**src/rtl/lb2spi_pkg.sv**
```systemverilog
// Shared command codes, FSM state encoding and frame-length helper for the
// local-bus to SPI master.
package lb2spi_pkg;

  localparam logic [7:0] CMD_WRITE = 8'h02;
  localparam logic [7:0] CMD_READ  = 8'h03;

  typedef enum logic [2:0] {
    IDLE  = 3'd0,
    LEAD  = 3'd1,
    XFER  = 3'd2,
    TRAIL = 3'd3,
    GAP   = 3'd4
  } state_e;

  // Number of SCK cycles in one frame; reads carry the dummy field.
  function automatic int frame_len(input logic is_write, input int addr_w,
                                   input int data_w, input int dummy_w);
    if (is_write) begin
      return 32'd8 + addr_w + data_w;
    end else begin
      return 32'd8 + addr_w + dummy_w + data_w;
    end
  endfunction

endpackage

```
**src/rtl/spi_sck_gen.sv**
```systemverilog
// SCK half-period generator. Free-runs while enabled and parks SCK low
// otherwise.
module spi_sck_gen #(
  parameter int SCK_DIV = 4
) (
  input  logic clk,
  input  logic rst_n,
  input  logic en,
  output logic sck,
  output logic rise_tick,
  output logic fall_tick
);

  localparam int CW = $clog2(SCK_DIV + 1);
  localparam logic [CW-1:0] CNT_LAST = CW'(SCK_DIV - 1);

  logic [CW-1:0] cnt_r;
  logic          sck_r;

  // Half-period counter; SCK toggles when the counter wraps.
  always_ff @(posedge clk) begin
    if (!rst_n || !en) begin
      cnt_r <= '0;
      sck_r <= 1'b0;
    end else if (cnt_r == CNT_LAST) begin
      cnt_r <= '0;
      sck_r <= ~sck_r;
    end else begin
      cnt_r <= cnt_r + CW'(1);
    end
  end

  // rise_tick marks the first high cycle, fall_tick the last high cycle
  // (SCK drops at the following edge).
  assign sck       = sck_r;
  assign rise_tick = en && sck_r && (cnt_r == '0);
  assign fall_tick = en && sck_r && (cnt_r == CNT_LAST);

endmodule

```
**src/rtl/lb2spi_master.sv**
```systemverilog
// Mode-0, MSB-first SPI master that turns single local-bus read/write
// requests into command/address/data frames for the spi2lb slave.
module lb2spi_master
  import lb2spi_pkg::*;
#(
  parameter int ADDR_W  = 8,
  parameter int DATA_W  = 16,
  parameter int SCK_DIV = 4,
  parameter int DUMMY_W = 8
) (
  input  logic              clk,
  input  logic              rst_n,
  input  logic              req_valid,
  output logic              req_ready,
  input  logic              req_write,
  input  logic [ADDR_W-1:0] req_addr,
  input  logic [DATA_W-1:0] req_wdata,
  output logic              rsp_valid,
  output logic [DATA_W-1:0] rsp_rdata,
  output logic              spi_sck,
  output logic              spi_cs_n,
  output logic              spi_mosi,
  input  logic              spi_miso
);

  localparam int N_WR      = frame_len(1'b1, ADDR_W, DATA_W, DUMMY_W);
  localparam int N_RD      = frame_len(1'b0, ADDR_W, DATA_W, DUMMY_W);
  localparam int FRAME_MAX = (N_RD > N_WR) ? N_RD : N_WR;
  localparam int BCW       = $clog2(FRAME_MAX + 1);
  localparam int PCW       = $clog2(SCK_DIV + 1);

  localparam logic [PCW-1:0] PH_LAST = PCW'(SCK_DIV - 1);
  localparam logic [BCW-1:0] WR_LAST = BCW'(N_WR - 1);
  localparam logic [BCW-1:0] RD_LAST = BCW'(N_RD - 1);

  if (SCK_DIV < 2) begin : g_bad_div
    $error("lb2spi_master: SCK_DIV must be at least 2");
  end
  if ((DATA_W % 8) != 0) begin : g_bad_data_w
    $error("lb2spi_master: DATA_W must be a multiple of 8");
  end

  state_e               state_r;
  logic [PCW-1:0]       phase_r;
  logic [BCW-1:0]       bit_r;
  logic [BCW-1:0]       bit_last_r;
  logic [FRAME_MAX-1:0] tx_r;
  logic [DATA_W-1:0]    rx_r;
  logic                 is_read_r;
  logic                 ready_r;
  logic                 rsp_valid_r;
  logic [DATA_W-1:0]    rdata_r;
  logic                 cs_n_r;
  logic                 mosi_r;

  logic [FRAME_MAX-1:0] frame_s;
  logic                 sck_en_s;
  logic                 rise_tick_s;
  logic                 fall_tick_s;

  // Left-aligned outgoing frame; dummy and read-data slots shift out as zeros.
  always_comb begin
    frame_s = '0;
    if (req_write) begin
      frame_s = FRAME_MAX'({CMD_WRITE, req_addr, req_wdata}) << (FRAME_MAX - N_WR);
    end else begin
      frame_s = FRAME_MAX'({CMD_READ, req_addr}) << (FRAME_MAX - 8 - ADDR_W);
    end
  end

  assign sck_en_s = (state_r == LEAD) || (state_r == XFER);

  spi_sck_gen #(
    .SCK_DIV (SCK_DIV)
  ) u_sck_gen (
    .clk       (clk),
    .rst_n     (rst_n),
    .en        (sck_en_s),
    .sck       (spi_sck),
    .rise_tick (rise_tick_s),
    .fall_tick (fall_tick_s)
  );

  // Frame sequencer: handshake, chip select, MOSI shift, MISO capture, response.
  always_ff @(posedge clk) begin
    if (!rst_n) begin
      state_r     <= IDLE;
      phase_r     <= '0;
      bit_r       <= '0;
      bit_last_r  <= '0;
      tx_r        <= '0;
      rx_r        <= '0;
      is_read_r   <= 1'b0;
      ready_r     <= 1'b0;
      rsp_valid_r <= 1'b0;
      rdata_r     <= '0;
      cs_n_r      <= 1'b1;
      mosi_r      <= 1'b0;
    end else begin
      rsp_valid_r <= 1'b0;
      case (state_r)
        IDLE: begin
          ready_r <= 1'b1;
          if (req_valid && ready_r) begin
            ready_r    <= 1'b0;
            state_r    <= LEAD;
            phase_r    <= '0;
            bit_r      <= '0;
            bit_last_r <= req_write ? WR_LAST : RD_LAST;
            is_read_r  <= !req_write;
            tx_r       <= frame_s << 1;
            mosi_r     <= frame_s[FRAME_MAX-1];
            cs_n_r     <= 1'b0;
          end
        end
        LEAD: begin
          if (phase_r == PH_LAST) begin
            phase_r <= '0;
            state_r <= XFER;
          end else begin
            phase_r <= phase_r + PCW'(1);
          end
        end
        XFER: begin
          if (rise_tick_s) begin
            rx_r <= {rx_r[DATA_W-2:0], spi_miso};
          end
          // MOSI moves with the falling edge; the final bit is simply held.
          if (fall_tick_s) begin
            if (bit_r == bit_last_r) begin
              state_r <= TRAIL;
              phase_r <= '0;
            end else begin
              bit_r  <= bit_r + BCW'(1);
              mosi_r <= tx_r[FRAME_MAX-1];
              tx_r   <= tx_r << 1;
            end
          end
        end
        TRAIL: begin
          if (phase_r == PH_LAST) begin
            phase_r     <= '0;
            state_r     <= GAP;
            cs_n_r      <= 1'b1;
            mosi_r      <= 1'b0;
            rsp_valid_r <= 1'b1;
            if (is_read_r) begin
              rdata_r <= rx_r;
            end else begin
              rdata_r <= rdata_r;
            end
          end else begin
            phase_r <= phase_r + PCW'(1);
          end
        end
        GAP: begin
          if (phase_r == PH_LAST) begin
            phase_r <= '0;
            state_r <= IDLE;
            ready_r <= 1'b1;
          end else begin
            phase_r <= phase_r + PCW'(1);
          end
        end
        default: begin
          state_r <= IDLE;
          phase_r <= '0;
          cs_n_r  <= 1'b1;
          mosi_r  <= 1'b0;
          ready_r <= 1'b0;
        end
      endcase
    end
  end

  assign req_ready = ready_r;
  assign rsp_valid = rsp_valid_r;
  assign rsp_rdata = rdata_r;
  assign spi_cs_n  = cs_n_r;
  assign spi_mosi  = mosi_r;

endmodule
```
**config.mk**
```make
export PLATFORM = sky130hd
export DESIGN_NAME = lb2spi_master
export DESIGN_NICKNAME = d
export VERILOG_FILES = /design/src/rtl/lb2spi_pkg.sv /design/src/rtl/spi_sck_gen.sv /design/src/rtl/lb2spi_master.sv
export SDC_FILE = /design/constraint.sdc
export NUM_CORES = 1
export LEC_CHECK = 0
export ABC_AREA = 0
export CAP_MARGIN = 15
export CORE_UTILIZATION = 45
export DETAILED_ROUTE_END_ITERATION = 7
export PLACE_DENSITY_LB_ADDON = 0.15
export SLEW_MARGIN = 5
export SYNTH_ARGS = -nofsm -noshare
export SYNTH_HDL_FRONTEND = slang
export SYNTH_SLANG_ARGS = --single-unit
```
**constraint.sdc**
```tcl
create_clock -name clk -period 2.55 [get_ports clk]
set_input_delay 0.3825 -clock clk [delete_from_list [all_inputs] [get_ports clk]]
set_output_delay 0.3825 -clock clk [all_outputs]
set_load 0.02 [all_outputs]
```
==> impl_metrics.json <==
{
  "layout-drive-gt1-share": 0.1027,
  "cp_top_family": "compound AO/OA/AOI/OAI gates",
  "largest_family_of_logic_cells_by_synthesized_area": "simple AND/OR/NAND/NOR gates",
  "grt_antenna_before_repair": 0,
  "cts_resized": 0,
  "netlist_area_before_placement_um2": 3637,
  "yosys_warnings": 0,
  "vdd.ir_drop.worst_mv": 0.2782,
  "synth_sequential_area_ratio": 0.4733,
  "buf_inv_stages_crit_path": 1,
  "ys.flop_type": "dfxtp_1",
  "gr-usage-all-layers": 0.1930,
  "finish.cell_count_without_fillers": 589,
  "first_global_vias": 2871,
  "end_kind": "register",
  "htreeDepth": 3,
  "floorplan.rows": 32,
  "globalplace.congestion": 0.7754,
  "numCtsBuffers": 9,
  "yosys.area_share.adder": 0.01720,
  "fp.coreArea_um2": 7767,
  "cts_hold_repair.buffers": 0,
  "route.detailed.wl_per_inst_um": 12.80,
  "synth-xor-area-share": 0.009632,
  "antenna_violating_nets_post_route": 0,
  "critical_path_arrival_ns": 2.33,
  "place_hpwl_um": 4993,
  "clk_transition_reported_paths_ns": 0.09,
  "globalRouteOverflowTotal": 0,
  "cts_tree": "done",
  "design.die.area_um2": 8447,
  "timing.slew.headroom": 0.5568,
  "clock_sink_count": 86,
  "yosys.cell_count.top_type": "nand2_1",
  "final_design_area_no_fill_um2": 4473,
  "grt_start_max_net_pins": 60,
  "synth_enable_flop_cells": 0,
  "cap_viol_max_count": 0,
  "finalWorstPathRequiredPeriod_ns": 2.073,
  "p_leak_nw": 1.485,
  "setup.worst_path.class": "reg2reg",
  "detailedRoute.firstIterationViolations": 111,
  "cellPowerDensity_nw_per_um2": 609.6,
  "muxShareOfSynthArea": 0.005504,
  "fp.dieH_um": 91.91,
  "synth_cell_types": 49,
  "compound_gate_fraction_of_synth_area": 0.1806,
  "maxSlewViolCount": 0,
  "outcome": "complete, no violations",
  "route.final.wire_length_um": 7538,
  "timing.critical_path.mode_cell": "ha_1",
  "global_route_wire_length_before_repair_um": 13110,
  "postSynth.asyncResetShare": 0,
  "io_pins": 50,
  "top_achievable_clock_speed_ghz": 0.4825,
  "worst-slew-pin-transition_ns": 0.6628,
  "report.final.hold_viol_count": 0,
  "critPathLaunchType": "register",
  "cts-root-buf": "clkbuf_8",
  "synthToLayoutAreaGrowth_pct": 22.98,
  "ff_latch_area_um2": 1722,
  "synth.avg_cell_area_um2": 8.248,
  "post_cts.repair.setup_buffers": 0,
  "number_of_inserted_diodes": 0,
  "final.setup.tns_ns": 0,
  "total_drc_errors_in_the_routed_layout": 0,
  "worst_clock_skew_on_the_final_layout_ns": 0.008941,
  "synth_top_cell_area_share": 0.4733,
  "ctsLongestPathBuffers": 2,
  "hold_path_class": "reg2reg",
  "multiInputGateArea_um2": 1769,
  "die_w_um": 91.91,
  "cpMaxStageDelayCell": "dfxtp_1",
  "fillers": 738,
  "port_buffers": 49,
  "number_of_storage_elements_in_the_synthesis_netlist": 86,
  "synth-simple-area-share": 0.2687,
  "via_per_inst": 5.267,
  "post_syn_nets": 475,
  "synth_area_leaders": "dfxtp_1 47%, nand2_1 12%, a21oi_1 6.2%",
  "synth_cells": 441,
  "clock_latency_ns": 0.36,
  "commonest_cells_post_synth": "120 x nand2_1, 86 x dfxtp_1, 45 x a21oi_1",
  "worst_ep_required_ns": 2.81,
  "vias": 3102,
  "drt_first_pass_iters": 4,
  "final.period_utilization": 0.8128,
  "synth_area_leader_cell": "dfxtp_1",
  "placed_cells": 573,
  "crit_path_max_fanout": 59,
  "grt_setup_unrepaired": "no",
  "crit_chain": "ha_1, ha_1, and3_1, o21ai_1, a41oi_4, buf_12, nor2_1, a311oi_1",
  "finalSetupViolations": 0,
  "slowest_delay_ns": 0.37,
  "floorplan.initialDensity": 0.4683,
  "final_net_count": 516,
  "place_area_um2": 4243
}
sequential cells by signal (all words and copies together) (netlist names):
name             cells
bit_r                6
rsp_valid            1
rsp_rdata           16
state_r              3
spi_cs_n             1
spi_mosi             1
u_sck_gen.sck        1
rx_r                16
bit_last_r           3
tx_r                31
phase_r              3
req_ready            1
u_sck_gen.cnt_r      3
final cells by class:
cell class,count,share of cell area
Clock inverter,6,0.02070
Inverter,5,0.004196
Timing Repair Buffer,61,0.1354
Sequential cell,86,0.3849
Tap cell,102,0.02853
Clock buffer,10,0.03077
Multi-Input combinational cell,319,0.3955
per-stage QoR:
step | setup WS [ns] | hold slack (ns) | total power, mW | util
5_1_grt | 0.3526 | 0.4747 | 2.836 | 0.5759
6_report | 0.4774 | 0.4575 | 2.727 | 0.5759
4_1_cts | 0.4832 | 0.4506 | 2.749 | 0.5759
3_5_place_dp | 0.3504 | 0.4347 | 1.668 | 0.5462
3_3_place_gp | 0.3813 | 0.4282 | 1.662 | 0.5462
2_1_floorplan | 0.8124 | 0.4173 | 1.581 | -
path summary, 6_finish.rpt:
check	from	to	slack [ns]	depth (start not counted)
setup reg to reg	u_sck_gen.cnt_r[0]	tx_r[21]	0.48	8
hold reg to reg	rsp_rdata[7]	rsp_rdata[7]	0.46	2
hold / removal	rsp_rdata[7]	rsp_rdata[7]	0.46	2
setup / recovery	u_sck_gen.cnt_r[0]	tx_r[21]	0.48	8
cell usage in the layout (no fill, tap or decap), drive strengths merged, types with 2 or more instances in the layout:
| master | instances |
|---|---|
| buf | 12 |
| clkbuf | 10 |
| nor2 | 41 |
| bufinv | 2 |
| mux2i | 2 |
| a21oi | 45 |
| nor3 | 5 |
| inv | 6 |
| nand3 | 27 |
| nand4 | 4 |
| nor4 | 2 |
| a32o | 2 |
| and3 | 2 |
| ha | 5 |
| nand2 | 121 |
| dfxtp | 86 |
| xnor2 | 2 |
| a311oi | 24 |
| xor2 | 2 |
| and2 | 2 |
| and4 | 2 |
| o21ai | 3 |
| or2 | 3 |
| a31o | 2 |
| nor2b | 2 |
| clkdlybuf4s50 | 49 |
| nand2b | 4 |
| clkinvlp | 2 |
| nor3b | 2 |
worst register-to-register path, stage by stage (launching register included):
cell and delay [ns]:
dfxtp_1 0.37, ha_1 0.17, ha_1 0.19, and3_1 0.24, o21ai_1 0.15, a41oi_4 0.23, buf_12 0.28, nor2_1 0.09
a311oi_1 0.27
per-layer routing:
layer | part of all wire | routed length, um | vias to the layer above | GRT usage
met5 | 0 | 0 | - | 0
met4 | 0.021 | 155 | 0 | 0.09375
met3 | 0.031 | 233 | 12 | 0.03234
met2 | 0.46 | 3463 | 49 | 0.3066
met1 | 0.49 | 3686 | 1444 | 0.2542
li1 | - | - | 1597 | -
report_power, final:
| group | internal, mW | switching [mW] |
|---|---|---|
| combinational | 0.111 | 0.119 |
| clock | 0.583 | 0.508 |
| sequential | 1.38 | 0.0251 |
| total | 2.07 | 0.653 |
cell families (layout without fill, tap and decap cells):
logic type,Yosys count,in the layout
adder cells (fa/ha/maj),5,5
buffers and inverters,36,82
flip-flops,86,86
AO/OA/AOI/OAI,87,87
XOR/XNOR,4,4
multiplexers,2,2
AND/OR/NAND/NOR,221,221
Note: power is estimated with default switching activity, not from simulation.
